$ cat config.mk
export PLATFORM = sky130hd
export DESIGN_NAME = neuron_acc_datapath
export DESIGN_NICKNAME = d
export VERILOG_FILES = /design/src/rtl/nn_pkg.sv /design/src/rtl/acc_sat_relu.sv /design/src/rtl/neuron_acc_datapath.sv
export SDC_FILE = /design/constraint.sdc
export NUM_CORES = 1
export LEC_CHECK = 0
export ABC_AREA = 1
export CORE_UTILIZATION = 54
export CTS_CLUSTER_DIAMETER = 100
export DETAILED_ROUTE_END_ITERATION = 10
export HOLD_SLACK_MARGIN = 0.06
export PLACE_DENSITY = 0.84
export SETUP_SLACK_MARGIN = 0.5
export SYNTH_ARGS = -nofsm -noshare
export SYNTH_HDL_FRONTEND = slang
export SYNTH_SLANG_ARGS = --single-unit
$ cat constraint.sdc
create_clock -name clk -period 4.48 [get_ports clk]
set_input_delay 0.672 -clock clk [delete_from_list [all_inputs] [get_ports clk]]
set_output_delay 0.672 -clock clk [all_outputs]
set_load 0.005 [all_outputs]
$ cat src/rtl/nn_pkg.sv
// Shared neuron-layer defaults and output saturation bounds.
package nn_pkg;
   localparam int N_TERMS  = 4;
   localparam int DATA_W   = 8;
   localparam int WEIGHT_W = 8;
   localparam int ACC_W    = 20;
   localparam int OUT_W    = 8;
   localparam int SHIFT    = 4;
   localparam bit RELU     = 1'b1;

   function automatic longint sat_max(input int w);
      return (longint'(1) <<< (w - 1)) - 1;
   endfunction

   function automatic longint sat_min(input int w);
      return -(longint'(1) <<< (w - 1));
   endfunction
endpackage

$ cat src/rtl/acc_sat_relu.sv
// Combinational fraction drop, signed saturation to OUT_W and optional ReLU.
module acc_sat_relu #(
   parameter int ACC_W = nn_pkg::ACC_W,
   parameter int OUT_W = nn_pkg::OUT_W,
   parameter int SHIFT = nn_pkg::SHIFT,
   parameter bit RELU  = nn_pkg::RELU
) (
   input  logic signed [ACC_W-1:0] acc,
   output logic signed [OUT_W-1:0] y,
   output logic                    overflow
);
   localparam logic signed [ACC_W-1:0] HI = ACC_W'(nn_pkg::sat_max(OUT_W));
   localparam logic signed [ACC_W-1:0] LO = ACC_W'(nn_pkg::sat_min(OUT_W));

   logic signed [ACC_W-1:0] s;

   always_comb begin
      s        = acc >>> SHIFT;
      y        = s[OUT_W-1:0];
      overflow = 1'b0;
      if (s > HI) begin
         y        = HI[OUT_W-1:0];
         overflow = 1'b1;
      end else if (s < LO) begin
         y        = LO[OUT_W-1:0];
         overflow = 1'b1;
      end
      // overflow deliberately reports the pre-ReLU saturation
      if (RELU && y[OUT_W-1]) y = '0;
   end
endmodule

$ cat src/rtl/neuron_acc_datapath.sv
// Neuron MAC datapath: product stage, windowed accumulator, scaled result on a
// single-entry valid/ready output, plus drop and sequencing error pulses.
module neuron_acc_datapath #(
   parameter int N_TERMS  = nn_pkg::N_TERMS,
   parameter int DATA_W   = nn_pkg::DATA_W,
   parameter int WEIGHT_W = nn_pkg::WEIGHT_W,
   parameter int ACC_W    = nn_pkg::ACC_W,
   parameter int OUT_W    = nn_pkg::OUT_W,
   parameter int SHIFT    = nn_pkg::SHIFT,
   parameter bit RELU     = nn_pkg::RELU
) (
   input  logic                       clk,
   input  logic                       rst,
   input  logic                       sel,
   input  logic                       en,
   input  logic signed [DATA_W-1:0]   x_in,
   input  logic signed [WEIGHT_W-1:0] w_in,
   input  logic signed [ACC_W-1:0]    bias,
   output logic signed [OUT_W-1:0]    y_data,
   output logic                       y_valid,
   input  logic                       y_ready,
   output logic                       overflow,
   output logic                       drop_err,
   output logic                       seq_err
);
   localparam int PW = DATA_W + WEIGHT_W;
   localparam int CW = $clog2(N_TERMS + 1) + 1;

   logic signed [PW-1:0]    prod;
   logic signed [ACC_W-1:0] p, bias_d, acc, acc_n;
   logic                    sel_d, en_d;
   logic [CW-1:0]           cnt, cnt_next;
   logic signed [OUT_W-1:0] y_n;
   logic                    ovf_n;

   assign prod = x_in * w_in;

   always_ff @(posedge clk) begin
      if (rst) begin
         p      <= '0;
         bias_d <= '0;
         sel_d  <= 1'b0;
         en_d   <= 1'b0;
      end else begin
         p      <= {{(ACC_W-PW){prod[PW-1]}}, prod};
         bias_d <= bias;
         sel_d  <= sel;
         en_d   <= en;
      end
   end

   // cnt == 0 means no window is open; it only advances inside a window
   always_comb begin
      acc_n = sel_d ? bias_d + p : acc + p;
      if (sel_d)         cnt_next = CW'(1);
      else if (cnt == 0) cnt_next = '0;
      else if (&cnt)     cnt_next = cnt;
      else               cnt_next = cnt + CW'(1);
   end

   acc_sat_relu #(.ACC_W(ACC_W), .OUT_W(OUT_W), .SHIFT(SHIFT), .RELU(RELU)) u_sat (
      .acc      (acc_n),
      .y        (y_n),
      .overflow (ovf_n)
   );

   always_ff @(posedge clk) begin
      if (rst) begin
         acc      <= '0;
         cnt      <= '0;
         y_data   <= '0;
         y_valid  <= 1'b0;
         overflow <= 1'b0;
         drop_err <= 1'b0;
         seq_err  <= 1'b0;
      end else begin
         acc      <= acc_n;
         cnt      <= en_d ? '0 : cnt_next;
         seq_err  <= (en_d && (cnt_next != CW'(N_TERMS))) || (sel_d && (cnt != 0));
         drop_err <= en_d && y_valid && !y_ready;
         if (en_d && (!y_valid || y_ready)) begin
            y_data   <= y_n;
            overflow <= ovf_n;
            y_valid  <= 1'b1;
         end else if (y_valid && y_ready) begin
            y_valid  <= 1'b0;
         end
      end
   end
endmodule
==> run_results.csv, run 1 <==
group,metric,value,unit
synthesis,postSynthAreaPerCell,6.73,um2
worst_hold_path,whs_endpoint,"drop_err",
grt,antenna_found_initial,0,
power,peakVddDrop,0.000452,V
cts,root_buffer,"clkbuf_16",
synthesis,synth-async-reset-ratio,0,%
synthesis,yosys.area.top_type_share,22.3,%
worst_hold_path,hold_depth,4,
worst_hold_path,holdCritStartpoint,"y_valid",
grt,grt_max_degree,58,
synthesis,synth-main-ff-cell,"dfxtp_1",
timing,slew_violations,0,
worst_setup_path,critPathCaptureType,"flop",
timing,skew,0.00564,ns
placed_design,port_buffers,51,
worst_setup_path,worstPathArrival,4.42,ns
synthesis,synth_most_common_cell,"nand2_1",
cts,cts_made_buffers,9,
timing,period_minus_slack,4.15,ns
grt,grt_pass1_wl,25.8,mm
detailed_routing,dr.first_iter.drc_count,436,
detailed_routing,first_pass_iters,10,
detailed_routing,ant_nets,0,
synthesis,synthCells,974,
grt,grt_overflow,0,
floorplan,start_util,56.5,%
cts,htreeDepth,3,
worst_setup_path,reg2reg_slack,1.12,ns
cts,clk_pin_slew,0.05,ns
floorplan,rows,39,
cts,cts_buffer_depth,2,
worst_setup_path,reg2regPathDepth,21,
synthesis,synth_common_cells,"nand2_1 (262), inv_1 (237), nor2_1 (105)",
cts,cts.hold.buffers_added,0,
synthesis,ys_warn_count,0,
detailed_routing,viasPerCell,4.88,
worst_setup_path,crit_buf_inv,9,
grt,grt_usage,25.5,%
timing,max_slew_margin,31.5,%
synthesis,ys_ff_latch,73,
synthesis,syn_nets,1121,
detailed_routing,wl_per_cell,12.0,um
worst_hold_path,hp-class,"reg -> reg",
worst_setup_path,r2r-end,"y_data[4]",
power,power,4.90,mW
timing,finalHoldViolCount,0,
placed_design,post-dp-hpwl,11.5,mm
cells_and_area,final_area,0.00817,mm2
detailed_routing,drc,3,
worst_setup_path,cpPeakStageDelay,0.54,ns
cells_and_area,nets,1211,
status,violations,"design-rule violations",
cells_and_area,nFillCells,929,
floorplan,io_pins,53,
placed_design,place_inst,1186,
worst_setup_path,cp-start-kind,"input port",
power,cellPowerDensity,600,mW/mm2
detailed_routing,wl,14.5,mm
worst_setup_path,crit_family,"adder cells",
synthesis,synth_edf_count,0,
floorplan,die_h,112,um
timing,max_freq,241,MHz
worst_setup_path,timing.critical_path.cells,"buf_6 -> buf_12 -> nand2_4 -> inv_4 -> fa_1 -> inv_1 -> fa_1 -> inv_2 -> fa_1 -> inv_2 -> fa_1 -> inv_2 -> ha_4 -> nand2_4 -> o21ai_4 -> buf_4 -> buf_6 -> a21oi_4 -> o21bai_1 -> o21ai_1 -> a21oi_1",
worst_setup_path,reg2reg_from,"sel_d",
synthesis,ys_seq_area_share,22.3,%
floorplan,die_w,112,um
cells_and_area,area_delta_synth_final,24.6,%
placed_design,gp_congestion,0.897,
timing,hold_ws,0.542,ns
cells_and_area,stdcell_count,1212,
power,p_leak,4.56,nW
grt,grt_pass1_vias,5905,
cts,cts_tree,"built",
timing,rsz0062_at_grt,"yes",
floorplan,fp.coreArea,0.0116,mm2
timing,layout_worst_path_cycle_share,92.6,%
worst_setup_path,crit_slowest_cell,"fa_1",
timing,setup_viol,0,
timing,worstMarginPinSlew,1.02,ns
worst_setup_path,criticalPathCategory,"in -> reg",
synthesis,netlist_area,0.00656,mm2
flow_run,maxCapViolations,0,
status,status,"complete, but fails checks",
worst_setup_path,cp.required,4.75,ns
cells_and_area,drive_above_1_share,16.7,%
floorplan,die_area,0.0126,mm2
cts,clk_latency,0.34,ns
worst_setup_path,crit_top_cell,"fa_1",
worst_setup_path,worstPathMaxFanout,8,
placed_design,postPlaceCellArea,0.00768,mm2
cts,cts.sinks,73,
synthesis,synth.top_cells.by_area,"dfxtp_1 (22%), fa_1 (17%), nand2_1 (15%), inv_1 (14%), ha_1 (9.5%)",
detailed_routing,vias,5914,
cells_and_area,diodes,0,
synthesis,yosysTopAreaCell,"dfxtp_1",
timing,setup_tns,0,ns
synthesis,synth_cell_types,30,
==> cell type report <==
class	count	area [um2]	share of cell area [%]
clock buffer	12	256	3.14
clock inverter	4	98.8	1.21
inverter	238	907	11.1
multi-input combinational	635	4370	53.4
sequential	73	1460	17.9
tap	143	179	2.19
timing repair buffer	107	901	11.0
==> state kept, by name, summed over array words and instances, names as in the netlist <==
register and flops:
acc 20, bias_d 20, p 16, y_data 7, cnt 4, drop_err 1, en_d 1, overflow 1
sel_d 1, seq_err 1, y_valid 1
==> worst max-delay path by stage <==
stage / slack [ns] / startpoint / depth (start not counted) / end
finish: 0.33 / x_in[7] / 21 / p[11]
floorplan: 0.28 / x_in[5] / 20 / p[12]
detailed placement: -0.53 / w_in[3] / 21 / p[15]
CTS: 0.34 / w_in[7] / 22 / p[15]
global route: 0.20 / x_in[7] / 25 / p[15]
global placement: -0.42 / w_in[3] / 21 / p[15]
==> through the flow <==
step                      utilization (%)  setup WS, ns
after floorplan                         -         0.277
after global placement               66.1        -0.421
after detailed placement             66.1        -0.533
after CTS                            69.8         0.338
after global routing                 70.4         0.199
final                                70.4         0.330
==> worst reg2reg max path, delay by kind of cell, from the launching register on <==
kind                     cells  cell delay (ns)
flip-flops                   1             0.29
buffers and inverters        3             0.81
AND/OR/NAND/NOR             15             1.38
AO/OA/AOI/OAI                1             0.25
adder cells (fa/ha/maj)      2             0.51
==> timing repair <==
item                       CTS  global route
resized for setup           89            28
buffers inserted             9             1
pin swaps                   43            36
setup endpoints to repair   10             8
==> report_power, final <==
part	internal, mW	leakage (nW)	total, mW	switching, mW
clock network	0.575	0.173	0.838	0.263
registers	0.802	0.605	0.858	0.0560
logic	1.37	3.78	3.21	1.84
==> logic make-up (layout without fill, tap and decap cells) <==
| group | count (synthesis) | in the layout | synth area share (%) |
|---|---|---|---|
| AO/OA/AOI/OAI | 57 | 57 | 4.75 |
| XOR/XNOR | 14 | 14 | 1.87 |
| other | 1 | 1 | 0.0572 |
| AND/OR/NAND/NOR | 457 | 457 | 28.9 |
| buffers and inverters | 266 | 361 | 15.5 |
| flip-flops | 73 | 73 | 22.3 |
| adder cells (fa/ha/maj) | 106 | 106 | 26.6 |
==> cell usage in the layout, fill, tap and decap left out, drive strengths merged, types with 2 or more instances in the layout <==
cell type	instances
inv	237
and2	2
clkdlybuf4s50	34
fa	56
bufinv	3
o21bai	2
xnor2	4
clkbuf	16
nand3	47
buf	69
nor3	8
or2	4
xor2	10
ha	50
o21ai	20
a21oi	30
nor2	110
nand4	4
nand2	282
o211ai	2
dfxtp	73
==> metal layers <==
| metal | global-route usage (%) | up-vias | share of wire, % |
|---|---|---|---|
| met1 | 34.2 | 2707 | 46 |
| met2 | 43.4 | 152 | 47 |
| met4 | 6.04 | 0 | 1.3 |
| li1 | - | 3039 | - |
| met3 | 4.05 | 16 | 5.4 |
| met5 | 0 | - | 0 |
Note: power is estimated with default switching activity, not from simulation.
==> run 2, diff against run 1 <==
--- a/config.mk
+++ b/config.mk
@@ -6,11 +6,12 @@
 export NUM_CORES = 1
 export LEC_CHECK = 0
 export ABC_AREA = 1
-export CORE_UTILIZATION = 54
+export CORE_UTILIZATION = 25
 export CTS_CLUSTER_DIAMETER = 100
 export DETAILED_ROUTE_END_ITERATION = 10
+export GPL_ROUTABILITY_DRIVEN = 0
 export HOLD_SLACK_MARGIN = 0.06
-export PLACE_DENSITY = 0.84
+export PLACE_DENSITY = 0.48
 export SETUP_SLACK_MARGIN = 0.5
 export SYNTH_ARGS = -nofsm -noshare
 export SYNTH_HDL_FRONTEND = slang
==> run 2 against run 1 <==
Against the previous run: the flow now finishes without violations; global-route usage is 13 points lower; worst hold slack lost 0.016 ns; total power rose by 2.6%; via count decreased by 2.9%; highest routed layer unchanged.
==> run_results.csv, run 2 (synthesis gave the netlist of run 1 again) <==
group,metric,value,unit
worst_setup_path,crit_slowest_cell,"fa_1",
cells_and_area,layout_common_cells,"nand2_1 (245), inv_1 (218), nor2_1 (99)",
detailed_routing,vias,5744,
detailed_routing,wl,15.6,mm
status,status,"finished, final reports clean",
floorplan,fp.coreArea,0.0255,mm2
timing,slew_violations,0,
cts,htreeDepth,3,
timing,setup_viol,0,
cts,clk_latency,0.34,ns
worst_hold_path,hp-class,"reg -> reg",
cells_and_area,nets,1227,
power,cellPowerDensity,588,mW/mm2
timing,rsz0062_at_grt,"yes",
cts,cts_tree,"built",
floorplan,die_area,0.0269,mm2
cells_and_area,diodes,0,
timing,max_freq,244,MHz
detailed_routing,ant_nets,0,
timing,period_minus_slack,4.10,ns
flow_run,maxCapViolations,0,
worst_setup_path,cp.required,4.72,ns
grt,grt_overflow,0,
worst_setup_path,reg2reg_slack,1.51,ns
timing,skew,0.00369,ns
timing,layout_worst_path_cycle_share,91.6,%
detailed_routing,dr.first_iter.drc_count,233,
worst_setup_path,critPathCaptureType,"flop",
placed_design,post-dp-hpwl,12.7,mm
cells_and_area,drive_above_1_share,19.0,%
floorplan,start_util,25.7,%
grt,grt_usage,12.7,%
floorplan,io_pins,53,
cells_and_area,nFillCells,2821,
worst_setup_path,worstPathMaxFanout,5,
detailed_routing,first_pass_iters,4,
cts,clk_pin_slew,0.05,ns
placed_design,port_buffers,51,
detailed_routing,viasPerCell,4.06,
timing,worstMarginPinSlew,1.07,ns
cts,cts_buffer_depth,2,
grt,grt_max_degree,59,
detailed_routing,wl_per_cell,11.0,um
cells_and_area,area_delta_synth_final,30.5,%
timing,finalHoldViolCount,0,
timing,setup_tns,0,ns
floorplan,die_h,164,um
floorplan,rows,58,
worst_setup_path,cp-start-kind,"input port",
timing,hold_ws,0.526,ns
timing,max_slew_margin,28.5,%
power,peakVddDrop,0.000292,V
worst_setup_path,cpPeakStageDelay,0.52,ns
detailed_routing,drc,0,
cts,root_buffer,"clkbuf_16",
worst_setup_path,criticalPathCategory,"in -> reg",
grt,antenna_found_initial,0,
grt,grt_pass1_wl,27.1,mm
cts,cts.hold.buffers_added,0,
grt,grt_pass1_vias,5881,
worst_setup_path,worstPathArrival,4.34,ns
cts,cts.sinks,73,
worst_setup_path,timing.critical_path.cells,"buf_6 -> buf_6 -> buf_4 -> nand2_4 -> fa_1 -> inv_1 -> fa_1 -> fa_1 -> inv_1 -> fa_1 -> inv_2 -> ha_4 -> nand2_2 -> nor3_4 -> nand3_2 -> nand4_1 -> nand2_1 -> inv_2 -> o21ai_1 -> nand2_1 -> nand3_1 -> nand2_1 -> nor2_1",
worst_setup_path,crit_top_cell,"fa_1",
floorplan,die_w,164,um
cells_and_area,final_common_cell,"nand2_1",
cells_and_area,largestRegisters,"acc (20), bias_d (20), p (16)",
cts,cts_made_buffers,9,
power,p_leak,4.64,nW
-- run 2: through the flow --
stage | cells | cell area, um2 | util, % | power, mW | setup slack (ns)
after detailed placement | 1381 | 7960 | 31.3 | 3.87 | -0.478
after global placement | 1381 | 7960 | 31.3 | 3.86 | -0.438
after CTS | 1411 | 8440 | 33.1 | 4.86 | 0.349
after floorplan | 974 | 6890 | - | 3.00 | 0.277
after global routing | 1415 | 8560 | 33.6 | 5.54 | 0.213
final | 1415 | 8560 | 33.6 | 5.03 | 0.377
-- run 2: power breakdown --
group          internal, mW  switching (mW)  leakage [nW]
Combinational          1.53            1.92          3.89
Clock                 0.444           0.274         0.142
Sequential            0.802          0.0580         0.605
Total                  2.78            2.25          4.64
-- run 2: final cells by class --
class / count / area (um2) / share of cell area, %
Clock buffer: 11 / 243 / 2.84
Sequential cell: 73 / 1460 / 17.1
Inverter: 238 / 903 / 10.6
Clock inverter: 5 / 55.1 / 0.643
Timing Repair Buffer: 123 / 1050 / 12.3
Tap cell: 330 / 413 / 4.82
Multi-Input combinational cell: 635 / 4430 / 51.7
-- run 2: what timing repair did --
| item | in CTS | in global routing |
|---|---|---|
| endpoints found under the setup margin | 10 | 7 |
| gates resized for setup | 110 | 32 |
| pin swaps | 71 | 26 |
| buffers inserted | 14 | 4 |
-- run 2: worst paths after layout --
| path | endpoint | from | cells past startpoint |
|---|---|---|---|
| setup / recovery | p[15] | x_in[7] | 23 |
| hold / removal | drop_err | y_valid | 4 |
| setup reg to reg | y_data[0] | sel_d | 19 |
| hold reg to reg | drop_err | y_valid | 4 |
-- run 2: metal layers --
metal,wire [um],vias to the layer above,GRT usage (%),share of wire (%)
met2,7570,54,23.1,48
met1,7500,2606,15.4,48
met3,397,14,2.27,2.5
li1,-,3070,-,-
met5,0,-,0,0
met4,156,0,2.69,1.0
-- run 2: critical path, delay by kind of cell --
kind	cells	cell delay, ns
buf+inv	7	0.52
compound gates	1	0.06
simple gates	10	0.84
fa+ha+maj	5	2.23
==> run 3, diff against run 2 <==
--- a/config.mk
+++ b/config.mk
@@ -10,7 +10,7 @@
 export CTS_CLUSTER_DIAMETER = 100
 export DETAILED_ROUTE_END_ITERATION = 10
 export GPL_ROUTABILITY_DRIVEN = 0
-export HOLD_SLACK_MARGIN = 0.06
+export HOLD_SLACK_MARGIN = 0.1
 export PLACE_DENSITY = 0.48
 export SETUP_SLACK_MARGIN = 0.5
 export SYNTH_ARGS = -nofsm -noshare
==> results of run 3 <==
Same layout as run 2: the final DEF is identical, and so are final timing and power.
==> RTL change: new RTL, flow settings as in run 1 <==
Register the output `seq_err` once more; this adds one clock of latency there. The other outputs are not delayed to match.
--- a/src/rtl/neuron_acc_datapath.sv
+++ b/src/rtl/neuron_acc_datapath.sv
@@ -27,2 +27,4 @@
    localparam int CW = $clog2(N_TERMS + 1) + 1;
+
+   logic seq_err_s0;
 
@@ -74,3 +76,3 @@
          drop_err <= 1'b0;
-         seq_err  <= 1'b0;
+         seq_err_s0 <= 1'b0;
       end else begin
@@ -78,3 +80,3 @@
          cnt      <= en_d ? '0 : cnt_next;
-         seq_err  <= (en_d && (cnt_next != CW'(N_TERMS))) || (sel_d && (cnt != 0));
+         seq_err_s0 <= (en_d && (cnt_next != CW'(N_TERMS))) || (sel_d && (cnt != 0));
          drop_err <= en_d && y_valid && !y_ready;
@@ -89,2 +91,6 @@
    end
+   always_ff @(posedge clk) begin
+      seq_err <= seq_err_s0;
+   end
+
 endmodule
Function: changed (a bounded check fails within 4 cycles, from zero or initial values and one cycle with rst high).
==> RTL change against run 1 <==
Wire length is 6.9% higher. Synthesized area up 0.31%. Total power rose by 5.8%. Critical path type unchanged. Worst setup slack worse by 88 ps. Non-clock buffer count is 13 higher. Sequential cell count increased by 1. Cell area grew 1.9%. Critical path depth did not move. First-iteration DRC count down 0.23%. Critical endpoint is now p[12].
==> RTL change: results (changes against run 1) <==
FINAL LAYOUT
--------------------------------------------------------------------------
Fraction of layout instances using a drive strength above 1 .        17.9%   +1.2 points
Filler Cells Inserted .......................................          877   -5.6%

TIMING
--------------------------------------------------------------------------
Clock Skew ..................................................      4.14 ps   -1.50 ps
Pin slew with the least headroom to its limit ...............       988 ps   -36.0 ps

ROUTE
--------------------------------------------------------------------------
Routed WL per cell ..........................................      12.7 um   +5.7%
Vias per cell ...............................................         4.92   +0.85%
Total number of vias ........................................         6033   +2.0%
Iteration count of the initial detailed-routing pass ........            5   -5

GLOBAL ROUTING
--------------------------------------------------------------------------
Met3 global-route usage .....................................        4.59%   +0.54 points
First-pass GRT wire length ..................................      25.4 mm   -1.3%
Number of global-route vias before repair ...................         5774   -2.2%
Global Route Usage Sum ......................................        25.2%   -0.26 points
Pin count of the biggest net entering global routing ........           31   -47%
Met2 Usage GRT ..............................................        42.4%   -0.95 points

WORST SETUP PATH
--------------------------------------------------------------------------
Arrival time of the worst setup path ........................      4500 ps   +80 ps
Maximum fanout along the worst path .........................            4   -4
Critical Path Start .........................................      w_in[7]

WORST HOLD PATH
--------------------------------------------------------------------------
Start point of the worst hold path ..........................   seq_err_s0

POWER AND IR DROP
--------------------------------------------------------------------------
Worst-case vdd ir drop ......................................     0.452 mV   about the same

LOGIC SYNTHESIS
--------------------------------------------------------------------------
Mean instance size in the synthesized netlist ...............   6.74 sq um   +0.20%
Sequential-to-total area share from yosys stat ..............        22.5%   +0.24 points
Biggest area contributors in the synthesized netlist ........ sky130_fd_sc_hd__dfxtp_1, sky130_fd_sc_hd__fa_1, sky130_fd_sc_hd__nand2_1
Synthesized net count .......................................         1122   +0.089%
Most used standard cells in the synthesized netlist ......... sky130_fd_sc_hd__nand2_1, sky130_fd_sc_hd__inv_1, sky130_fd_sc_hd__nor2_1

PLACEMENT
--------------------------------------------------------------------------
Routability Congestion ......................................        0.898   +0.10%
Post-detailed-placement half-perimeter wirelength ...........      11.6 mm   +1.2%
Placed cell area ............................................   7730 sq um   +0.65%
Instance count after placement with tap cells included ......         1191   +0.42%

RUN STATUS
--------------------------------------------------------------------------
Outcome .....................................................    completed

==> RTL change: layout make-up <==
class	instances	area share, %
timing repair buffer	120	12.4
clock buffer	11	2.79
tap	143	2.15
clock inverter	5	0.947
inverter	238	10.9
sequential	74	17.8
multi-input combinational	635	53.1
==> RTL change: cells by family (layout without fill, tap and decap cells) <==
family / count (synthesis) / after routing / share of synthesized area (%)
flip-flops: 74 / 74 / 22.5
AND/OR/NAND/NOR: 457 / 457 / 28.8
other: 1 / 1 / 0.0570
AO/OA/AOI/OAI: 57 / 57 / 4.74
buffers and inverters: 266 / 374 / 15.4
adder cells (fa/ha/maj): 106 / 106 / 26.6
XOR/XNOR: 14 / 14 / 1.86
==> RTL change: final timing paths <==
| check | endpoint | slack (ps) | depth (start not counted) |
|---|---|---|---|
| min reg2reg | seq_err | 330 | 0 |
| max | p[12] | 240 | 21 |
| max reg2reg | y_data[6] | 1270 | 20 |
| min | seq_err | 330 | 0 |
==> RTL change: repair_timing <==
action	CTS	global route
gates resized for setup	92	43
pin swaps	47	40
endpoints found under the setup margin	10	7
endpoints found under the hold margin	0	0
buffers inserted	12	7
==> RTL change: metrics by stage <==
stage | TNS, ps | setup slack (ps) | hold slack [ps] | utilization [%]
2_1_floorplan | 0 | 277 | 310 | -
3_3_place_gp | -2200 | -402 | 313 | 66.3
3_5_place_dp | -2880 | -518 | 320 | 66.3
4_1_cts | 0 | 285 | 332 | 70.0
5_1_grt | 0 | 89.7 | 341 | 71.4
6_report | 0 | 242 | 331 | 71.4
==> RTL change: where the power goes <==
part           internal [uW]  leakage (uW)  switching [uW]
Combinational           1560       0.00387            2010
Sequential               811      0.000613            59.4
Clock                    486      0.000153             261
==> RTL change: routing by layer <==
metal / vias up / part of all wire [%]
met3: 36 / 6.1
met4: 0 / 2.4
met2: 195 / 47
li1: 3071 / -
met1: 2731 / 44
met5: - / 0
==> RTL change: worst max-delay path, cell delays in order <==
cell,delay [ps]
sky130_fd_sc_hd__buf_8,90
sky130_fd_sc_hd__inv_8,40
sky130_fd_sc_hd__buf_6,110
sky130_fd_sc_hd__buf_6,110
sky130_fd_sc_hd__nor2_4,90
sky130_fd_sc_hd__fa_2,440
sky130_fd_sc_hd__fa_1,490
sky130_fd_sc_hd__fa_1,500
sky130_fd_sc_hd__inv_1,50
sky130_fd_sc_hd__fa_1,520
sky130_fd_sc_hd__inv_2,60
sky130_fd_sc_hd__ha_4,300
sky130_fd_sc_hd__buf_6,120
sky130_fd_sc_hd__nand2_4,70
sky130_fd_sc_hd__nor3_4,200
sky130_fd_sc_hd__nor2_2,80
sky130_fd_sc_hd__nor2_2,130
sky130_fd_sc_hd__o21ai_1,100
sky130_fd_sc_hd__nand2_1,100
sky130_fd_sc_hd__o21ai_1,70
sky130_fd_sc_hd__a21oi_1,160
